File: src/rtl/fetch_queue.sv
// Fetch queue: issues in-order instruction fetches and buffers
// returned words until Decode accepts them; flushes on redirect.
module fetch_queue #(
  parameter int XLEN = 32,
  parameter int DEPTH = 4,
  parameter logic [XLEN-1:0] RESET_PC = '0
) (
  input  logic                     clk,
  input  logic                     rst,
  output logic                     imem_req_valid,
  input  logic                     imem_req_ready,
  output logic [XLEN-1:0]          imem_req_addr,
  input  logic                     imem_rsp_valid,
  input  logic [31:0]              imem_rsp_data,
  input  logic                     redirect_valid,
  input  logic [XLEN-1:0]          redirect_pc,
  input  logic                     deq_ready,
  output logic                     deq_valid,
  output logic [31:0]              InstrD,
  output logic [XLEN-1:0]          PCD,
  output logic [XLEN-1:0]          PCPlus4D,
  output logic [$clog2(DEPTH):0]   count,
  output logic                     rsp_err
);

  localparam int AW = $clog2(DEPTH);
  localparam int CW = AW + 1;
  localparam logic [CW:0] FULL = (CW+1)'(DEPTH);

  logic [XLEN-1:0] fetch_pc;
  logic [CW-1:0]   head;
  logic [CW-1:0]   tail;
  logic [CW-1:0]   fptr;
  logic [CW-1:0]   drop_cnt;
  logic [DEPTH-1:0] filled;
  logic            run;

  logic [XLEN-1:0] pc_mem [DEPTH];
  logic [31:0]     ins_mem [DEPTH];

  logic [CW-1:0]   pend;
  logic [CW:0]     used;
  logic [CW-1:0]   redir_drop;
  logic [AW-1:0]   h_idx;
  logic [AW-1:0]   t_idx;
  logic [AW-1:0]   f_idx;
  logic            head_full;
  logic            req_hs;
  logic            pop;
  logic            rsp_drop;
  logic            rsp_fill;
  logic            rsp_bad;

  assign h_idx = head[AW-1:0];
  assign t_idx = tail[AW-1:0];
  assign f_idx = fptr[AW-1:0];

  assign count = tail - head;
  assign pend  = tail - fptr;
  assign used  = {1'b0, count} + {1'b0, drop_cnt};

  // run keeps requests off until the first edge after reset release
  assign imem_req_valid = run & ~redirect_valid & (used < FULL);
  assign imem_req_addr  = fetch_pc;
  assign req_hs = imem_req_valid & imem_req_ready;

  assign head_full = filled[h_idx];
  assign deq_valid = head_full & ~redirect_valid;
  assign pop       = deq_valid & deq_ready;

  // responses retire dropped fetches first, since memory is in order
  assign rsp_drop = imem_rsp_valid & (drop_cnt != '0);
  assign rsp_fill = imem_rsp_valid & (drop_cnt == '0) & (pend != '0);
  assign rsp_bad  = imem_rsp_valid & (drop_cnt == '0) & (pend == '0);

  assign redir_drop = drop_cnt + pend
                    - CW'(rsp_drop | rsp_fill);

  // an empty head reads as zero so reset clears the decode view
  assign InstrD   = head_full ? ins_mem[h_idx] : '0;
  assign PCD      = head_full ? pc_mem[h_idx] : '0;
  assign PCPlus4D = head_full ? pc_mem[h_idx] + XLEN'(4) : '0;

  // control state: pointers, fill flags, drop count, error flag
  always_ff @(posedge clk or negedge rst) begin
    if (!rst) begin
      run      <= 1'b0;
      fetch_pc <= RESET_PC;
      head     <= '0;
      tail     <= '0;
      fptr     <= '0;
      drop_cnt <= '0;
      filled   <= '0;
      rsp_err  <= 1'b0;
    end else begin
      run <= 1'b1;
      if (rsp_bad)
        rsp_err <= 1'b1;
      if (redirect_valid) begin
        fetch_pc <= redirect_pc;
        head     <= '0;
        tail     <= '0;
        fptr     <= '0;
        filled   <= '0;
        drop_cnt <= redir_drop;
      end else begin
        if (req_hs) begin
          tail     <= tail + CW'(1);
          fetch_pc <= fetch_pc + XLEN'(4);
        end
        if (rsp_drop)
          drop_cnt <= drop_cnt - CW'(1);
        if (rsp_fill) begin
          fptr          <= fptr + CW'(1);
          filled[f_idx] <= 1'b1;
        end
        if (pop) begin
          head          <= head + CW'(1);
          filled[h_idx] <= 1'b0;
        end
      end
    end
  end

  // entry payload; validity is carried by the filled flags
  always_ff @(posedge clk) begin
    if (req_hs)
      pc_mem[t_idx] <= fetch_pc;
    if (rsp_fill && !redirect_valid)
      ins_mem[f_idx] <= imem_rsp_data;
  end

endmodule
File: config.mk
export PLATFORM = sky130hd
export DESIGN_NAME = fetch_queue
export DESIGN_NICKNAME = d
export VERILOG_FILES = /design/src/rtl/fetch_queue.sv
export SDC_FILE = /design/constraint.sdc
export NUM_CORES = 1
export LEC_CHECK = 0
export BUFFER_PORTS_ARGS = -buffer_cell sky130_fd_sc_hd__buf_4
export CAP_MARGIN = 20
export CORE_UTILIZATION = 52
export CTS_CLUSTER_SIZE = 24
export DETAILED_ROUTE_END_ITERATION = 12
export PLACE_DENSITY = 0.83
export RECOVER_POWER = 50
export SYNTH_ARGS = -nofsm -noshare
export SYNTH_HDL_FRONTEND = slang
export SYNTH_SLANG_ARGS = --single-unit
File: constraint.sdc
create_clock -name clk -period 4.7 [get_ports clk]
set_input_delay 0.235 -clock clk [delete_from_list [all_inputs] [get_ports clk]]
set_output_delay 0.235 -clock clk [all_outputs]
set_load 0.005 [all_outputs]
# Word level (Yosys, flattened, before mapping)

Memories as Yosys holds them, arrays and structs flattened.
Cells that the tools add are included.

Add/sub/neg operators: 11
Order comparisons: 5
Muxes and demuxes: 27
Bitwise gates (word level): 14
Reductions and logical operators: 12

Operators with widths:

| operator                                                                             | number |
|---|---|
| 32-bit two-way mux                                                                   | 5 |
| 32-bit by 3-bit adder with 32-bit output (second input constant)                     | 2 |
| 3-bit two-way mux                                                                    | 8 |
| 4-bit two-way mux                                                                    | 4 |
| 3-bit by 1-bit adder with 3-bit output (second input constant)                       | 3 |
| 1-bit AND                                                                            | 9 |
| 2-bit nonzero test                                                                   | 4 |
| 1-bit two-way mux                                                                    | 7 |
| 3-bit logical NOT                                                                    | 2 |
| 2-bit by 3-bit < comparator with 1-bit output (second input constant)                | 2 |
| 3-bit nonzero test                                                                   | 2 |
| 3-bit subtractor                                                                     | 2 |
| 3-bit by 3-bit adder with 4-bit output                                               | 1 |
| 4-bit AND                                                                            | 1 |
| 1-bit demux with 2-bit select                                                        | 2 |
| 2-bit by 1-bit greater-or-equal comparator with 1-bit output (second input constant) | 2 |
| 4-bit by 3-bit < comparator with 1-bit output (second input constant)                | 1 |
| 4-bit inverter                                                                       | 1 |
| 4-bit OR                                                                             | 1 |
| 3-bit adder                                                                          | 1 |
| 1-bit logical AND                                                                    | 3 |
| 3-bit by 1-bit subtractor with 3-bit output                                          | 1 |
| 3-bit by 1-bit subtractor with 3-bit output (second input constant)                  | 1 |
| 1-bit binary-select mux with 2-bit select                                            | 1 |
| other kinds (3)                                                                      | 3 |

Flip-flop bits (word level): 50
RAM bits: 256
Output and inout bits: 134
Memories: 2

Memories:

| name    | words | width | read ports | clocked after memory_dff | wr ports | line | RTL |
|---|---|---|---|---|---|---|---|
| ins_mem | 4     | 32    | 1          | 0                        | 1        | 39   | `logic [31:0] ins_mem [DEPTH];` |
| pc_mem  | 4     | 32    | 1          | 0                        | 1        | 38   | `logic [XLEN-1:0] pc_mem [DEPTH];` |

# Logic depth before layout (Yosys ltp)

Word-level depth: 10
Depth in mapped cells: 16
Gate-level depth less buffers: 16

# Least setup slack after synthesis

Ideal clock, no wire load.

Path kind: register -> register
From: register head[1]
To: memory pc_mem[0][0], enable pin
Data arrival time: 4319 ps
Data required time: 4308 ps
Setup slack: -11 ps
Stages on the path, launching flop included: 15
Path buffers: 6
Clock period less this slack: 4711 ps
Cell sequence: dfrtp_1 -> buf_2 -> buf_2 -> buf_2 -> inv_1 -> fa_1 -> xor2_1 -> xnor2_1 -> ha_1 -> nor4b_1 -> and4_1 -> clkbuf_1 -> clkbuf_1 -> clkbuf_1 -> and2_1

Cells in the longest elaborated chain, start to end: 7

RTL lines:

| element                                       | line | RTL |
|---|---|---|
| from (decl)                                   | 31   | `logic [CW-1:0] head;` |
| from (signal assigned)                        | 118  | `head <= head + CW'(1);` |
| 3-bit subtractor                              | 58   | `assign count = tail - head;` |
| net count[2]                                  | 22   | `output logic [$clog2(DEPTH):0] count,` |
| 3-bit by 3-bit adder with 4-bit output        | 60   | `assign used = {1'b0, count} + {1'b0, drop_cnt};` |
| 4-bit by 3-bit < comparator with 1-bit output | 63   | `assign imem_req_valid = run & ~redirect_valid & (used < FULL);` |
| 1-bit AND                                     | 63   |  |
| 1-bit AND                                     | 65   | `assign req_hs = imem_req_valid & imem_req_ready;` |
| 1-bit two-way mux                             | 127  | `if (req_hs)` |
| 1-bit two-way mux (implied by the code)       | 128  | `pc_mem[t_idx] <= fetch_pc;` |
| to (decl)                                     | 38   |  |

The timed path passes the listed nets, and every way through them passes these cells.

# Worst setup path after layout

From: register head[0]
To: output PCPlus4D[28]

Cells in the longest elaborated chain, start to end: 3
Elaborated cells on any way between the ends: 5
Those cells by class: add/sub: 1; mux: 3; memory: 1

RTL lines:

| element                                                                             | line   | RTL |
|---|---|---|
| memory read 4 x 32 bit or 1-bit binary-select mux with 2-bit select (tied branches) | --     |  |
| 32-bit by 3-bit adder with 32-bit output or 1-bit two-way mux (tied branches)       | 82, 67 |  |
| 32-bit two-way mux *                                                                | 82     | `assign PCPlus4D = head_full ? pc_mem[h_idx] + XLEN'(4) : '0;` |
| to (decl)                                                                           | 21     | `output logic [XLEN-1:0] PCPlus4D,` |

Mark *: on every way between the ends. The rest lies on a longest branch, timed or not. The select of a mux whose other input is x is not followed.

==> impl_metrics.env <==
export IMPL_status="complete, but fails checks"
export IMPL_violations="capacitance limit, slew limit"
export IMPL_area_growth_pct=23.7
export IMPL_layout_drive_gt1_share_pct=25.8
export IMPL_end_kind="primary output"
export IMPL_seqPwrFrac_pct=52.6
export IMPL_syn_nets=979
export IMPL_cap_violations=2
export IMPL_ios=204
export IMPL_fin_crit_sh_pct=88.4
export IMPL_clkTransAtPathRegs_ns=0.06
export IMPL_synth_area_sq_um=13600
export IMPL_cts_max_path_buffers=3
export IMPL_path_cells="buf_4 -> mux4_1 -> and4_1 -> nand2_1 -> nor4b_1 -> mux2_2 -> buf_4"
export IMPL_hp_start="redirect_pc[31]"
export IMPL_period_needed_ns=4.15
export IMPL_total_power_mw=6.10
export IMPL_nNetsFinal=1246
export IMPL_cts_sinks=306
export IMPL_grt_pass1_vias=8718
export IMPL_slew_limit_headroom_pct=-89.7
export IMPL_cts_root_buffer_cell="clkbuf_16"
export IMPL_reg2reg_depth=8
export IMPL_grt_total_usage_pct=23.9
export IMPL_grt_first_pass_wirelength_um=48800
export IMPL_vias_per_cell=5.81
export IMPL_arrival_ns=3.92
export IMPL_async_flop_share_pct=16.3
export IMPL_r2r_start="tail[0]"
export IMPL_whs_path_depth=3
export IMPL_power_frac_clock_pct=36.2
export IMPL_p_int_mw=4.66
export IMPL_vias=8732
export IMPL_coreArea_sq_um=25500
export IMPL_die_w_um=164
export IMPL_fmax_ghz=0.241
export IMPL_yosys_cell_types_count=58
export IMPL_grt_setup_unrepaired="false"
export IMPL_ff_latch_area_sq_um=8940
export IMPL_hp_class="in2reg"
export IMPL_finalHoldViolations=0
export IMPL_final_setup_skew_ns=0.0280
export IMPL_drv_slew=84
export IMPL_cp_required_ns=4.47
export IMPL_swShare_pct=23.7
export IMPL_crit_slowest_cell="buf_4"
export IMPL_firstDrtPassIters=5
export IMPL_crit_fanout=50
export IMPL_switchingPower_mw=1.44
export IMPL_finalSetupViolations=0
export IMPL_synth_seq_cells=306
export IMPL_overflow=0
export IMPL_final_antenna_net_count=0
export IMPL_die_area_sq_um=26900
export IMPL_synth_flop_cell="edfxtp_1"
export IMPL_fillers=1742
export IMPL_cts_tree="done"
export IMPL_cts_max_level=1
export IMPL_synthCells=883
export IMPL_synth_common_cells="edfxtp_1, and2_1, nand2_1"
export IMPL_routedWlPerCell_um=21.0
export IMPL_multiInputGateArea_sq_um=4410
export IMPL_grt_max_degree=67
export IMPL_die_height_um=164
export IMPL_grt_antenna_before_repair=1
export IMPL_pwr_share_comb_pct=11.2
export IMPL_worstHoldEndpoint="imem_req_addr[31]"
export IMPL_drc=0
export IMPL_start_util_pct=53.6
export IMPL_synth_seq_area_share_pct=65.5
export IMPL_finalInstanceArea_sq_um=16900
export IMPL_synth_top_cell_area_share_pct=56.3
export IMPL_power_leakage_nw=6.12
export IMPL_yosysMostFrequentCell="edfxtp_1"
export IMPL_fin_tns_setup_ns=0
export IMPL_ys_top_cells_by_area="edfxtp_1, dfrtp_1, mux4_2, and2_1, ha_1"
export IMPL_drt_iter0_drc=698
export IMPL_yosysWarningCount=0
export IMPL_post_cts_buffers=0
export IMPL_synth_edf_count=256
export IMPL_rows=58
export IMPL_cp_slowest_stage_delay_ns=0.82
export IMPL_gp_congestion=0.892
export IMPL_cts_buffers=29
export IMPL_placed_area_sq_um=15500
export IMPL_start_kind="flip-flop"
export IMPL_tightest_slew_ns=2.84
export IMPL_numPortBuffers=203
export IMPL_clock_latency_ns=0.55
export IMPL_powerDensity_nw_per_um2=362
export IMPL_dp_hpwl_um=20500
export IMPL_routed_wl_um=31500
export IMPL_critPathKind="reg2out"
export IMPL_yosysTopAreaCell="edfxtp_1"
export IMPL_path_common_cell="buf_4"
export IMPL_r2r_end="ins_mem[2][27]"
export IMPL_reg2reg_slack_ns=0.67
export IMPL_ir_drop_mv=0.229
export IMPL_avgSynthCellArea_sq_um=15.5
stage by stage:
| step | utilization (%) | setup WS [ns] | hold slack, ns | cells |
|---|---|---|---|---|
| floorplan | - | 0.315 | -0.0606 | 883 |
| global placement | 60.8 | 1.06 | 0.309 | 1385 |
| detailed placement | 60.8 | 0.942 | 0.315 | 1385 |
| CTS | 66.9 | 0.460 | 0.0167 | 1502 |
| global route | 66.2 | 0.193 | 0.0316 | 1503 |
| finish | 66.2 | 0.545 | 0.0336 | 1503 |
worst max-delay path by stage:
| stage | from | end | slack, ns | cells after the start |
|---|---|---|---|---|
| floorplan | head[1] | pc_mem[0][0] | 0.32 | 14 |
| global placement | head[0] | imem_req_addr[5] | 1.06 | 11 |
| detailed placement | head[0] | imem_req_addr[4] | 0.94 | 11 |
| CTS | head[0] | PCPlus4D[31] | 0.46 | 7 |
| global route | head[0] | PCPlus4D[28] | 0.19 | 7 |
| finish | head[0] | PCPlus4D[28] | 0.55 | 7 |
timing repair:
action,in CTS,in global routing
hold buffers,64,0
endpoints found under the hold margin,212,0
gates resized for setup,0,0
registers in the layout (all words and copies together), names as in the netlist:
name,flops
drop_cnt,3
filled,4
fptr,3
head,3
imem_req_addr,32
ins_mem,128
pc_mem,128
rsp_err,1
run,1
tail,3
worst max-delay path: cells and delay by family (launching register included):
| family | cells | cell delay (ns) |
|---|---|---|
| AND/OR/NAND/NOR | 3 | 0.83 |
| multiplexers | 2 | 0.87 |
| flip-flops | 1 | 0.68 |
| buffers and inverters | 2 | 0.95 |
per-layer routing:
layer	GRT usage, %	vias up	part of all wire, %
met3	3.84	35	7.9
met2	39.9	395	51
met5	0	-	0
met1	33.2	4361	40
li1	-	3941	-
met4	5.60	0	1.5
cell families (layout without fill, tap and decap cells):
family                     Yosys count  after routing  share of synthesized area (%)
muxes                               83             83                           12.3
adders and majority gates           26             26                           2.55
buffers and inverters               68            357                           2.33
DFF                                306            306                           65.5
other                                1              2                         0.0275
and+or+nand+nor                    284            284                           11.2
AOI/OAI and AO/OA                   87             87                           4.17
xor gates and xnor gates            28             28                           1.90
power by group through the flow:
stage          Combinational [mW]  Clock (mW)  Sequential [mW]
5_1_grt                     0.764        2.34             3.23
3_5_place_dp                0.665           0             3.26
4_1_cts                     0.715        2.24             3.21
3_3_place_gp                0.645           0             3.26
6_report                    0.683        2.21             3.21
2_1_floorplan               0.383           0             3.20
cells in the final DEF (no fill, tap or decap), drive strengths merged, types with 4 or more instances in the layout:
master	netlist	routed
mux4	64	64
or4	4	4
dfrtp	50	50
xor2	15	15
o21ai	32	32
inv	21	22
mux2	15	15
nor2	49	49
nand4	19	19
mux2i	4	4
nor4b	5	5
a221o	5	5
buf	21	151
ha	23	23
or3	5	5
o31ai	4	4
clkinv	0	12
nand2	57	57
a21oi	15	15
and2	72	72
nor3	14	14
dlygate4sd3	0	64
a31oi	5	5
nand3	21	21
xnor2	12	12
clkbuf	26	106
and4	6	6
o311ai	5	5
nor4	6	6
and3	11	11
edfxtp	256	256
area by class of cell:
type                       count  share of cell area (%)
clock inverter                15                   0.623
inverter                      21                   0.467
clock buffer                  38                    4.80
timing repair buffer         283                    12.5
tap                          330                    2.45
multi-input combinational    509                    26.1
sequential                   306                    53.0
antenna                        1                  0.0148
Power figures use the tool's default switching activity.
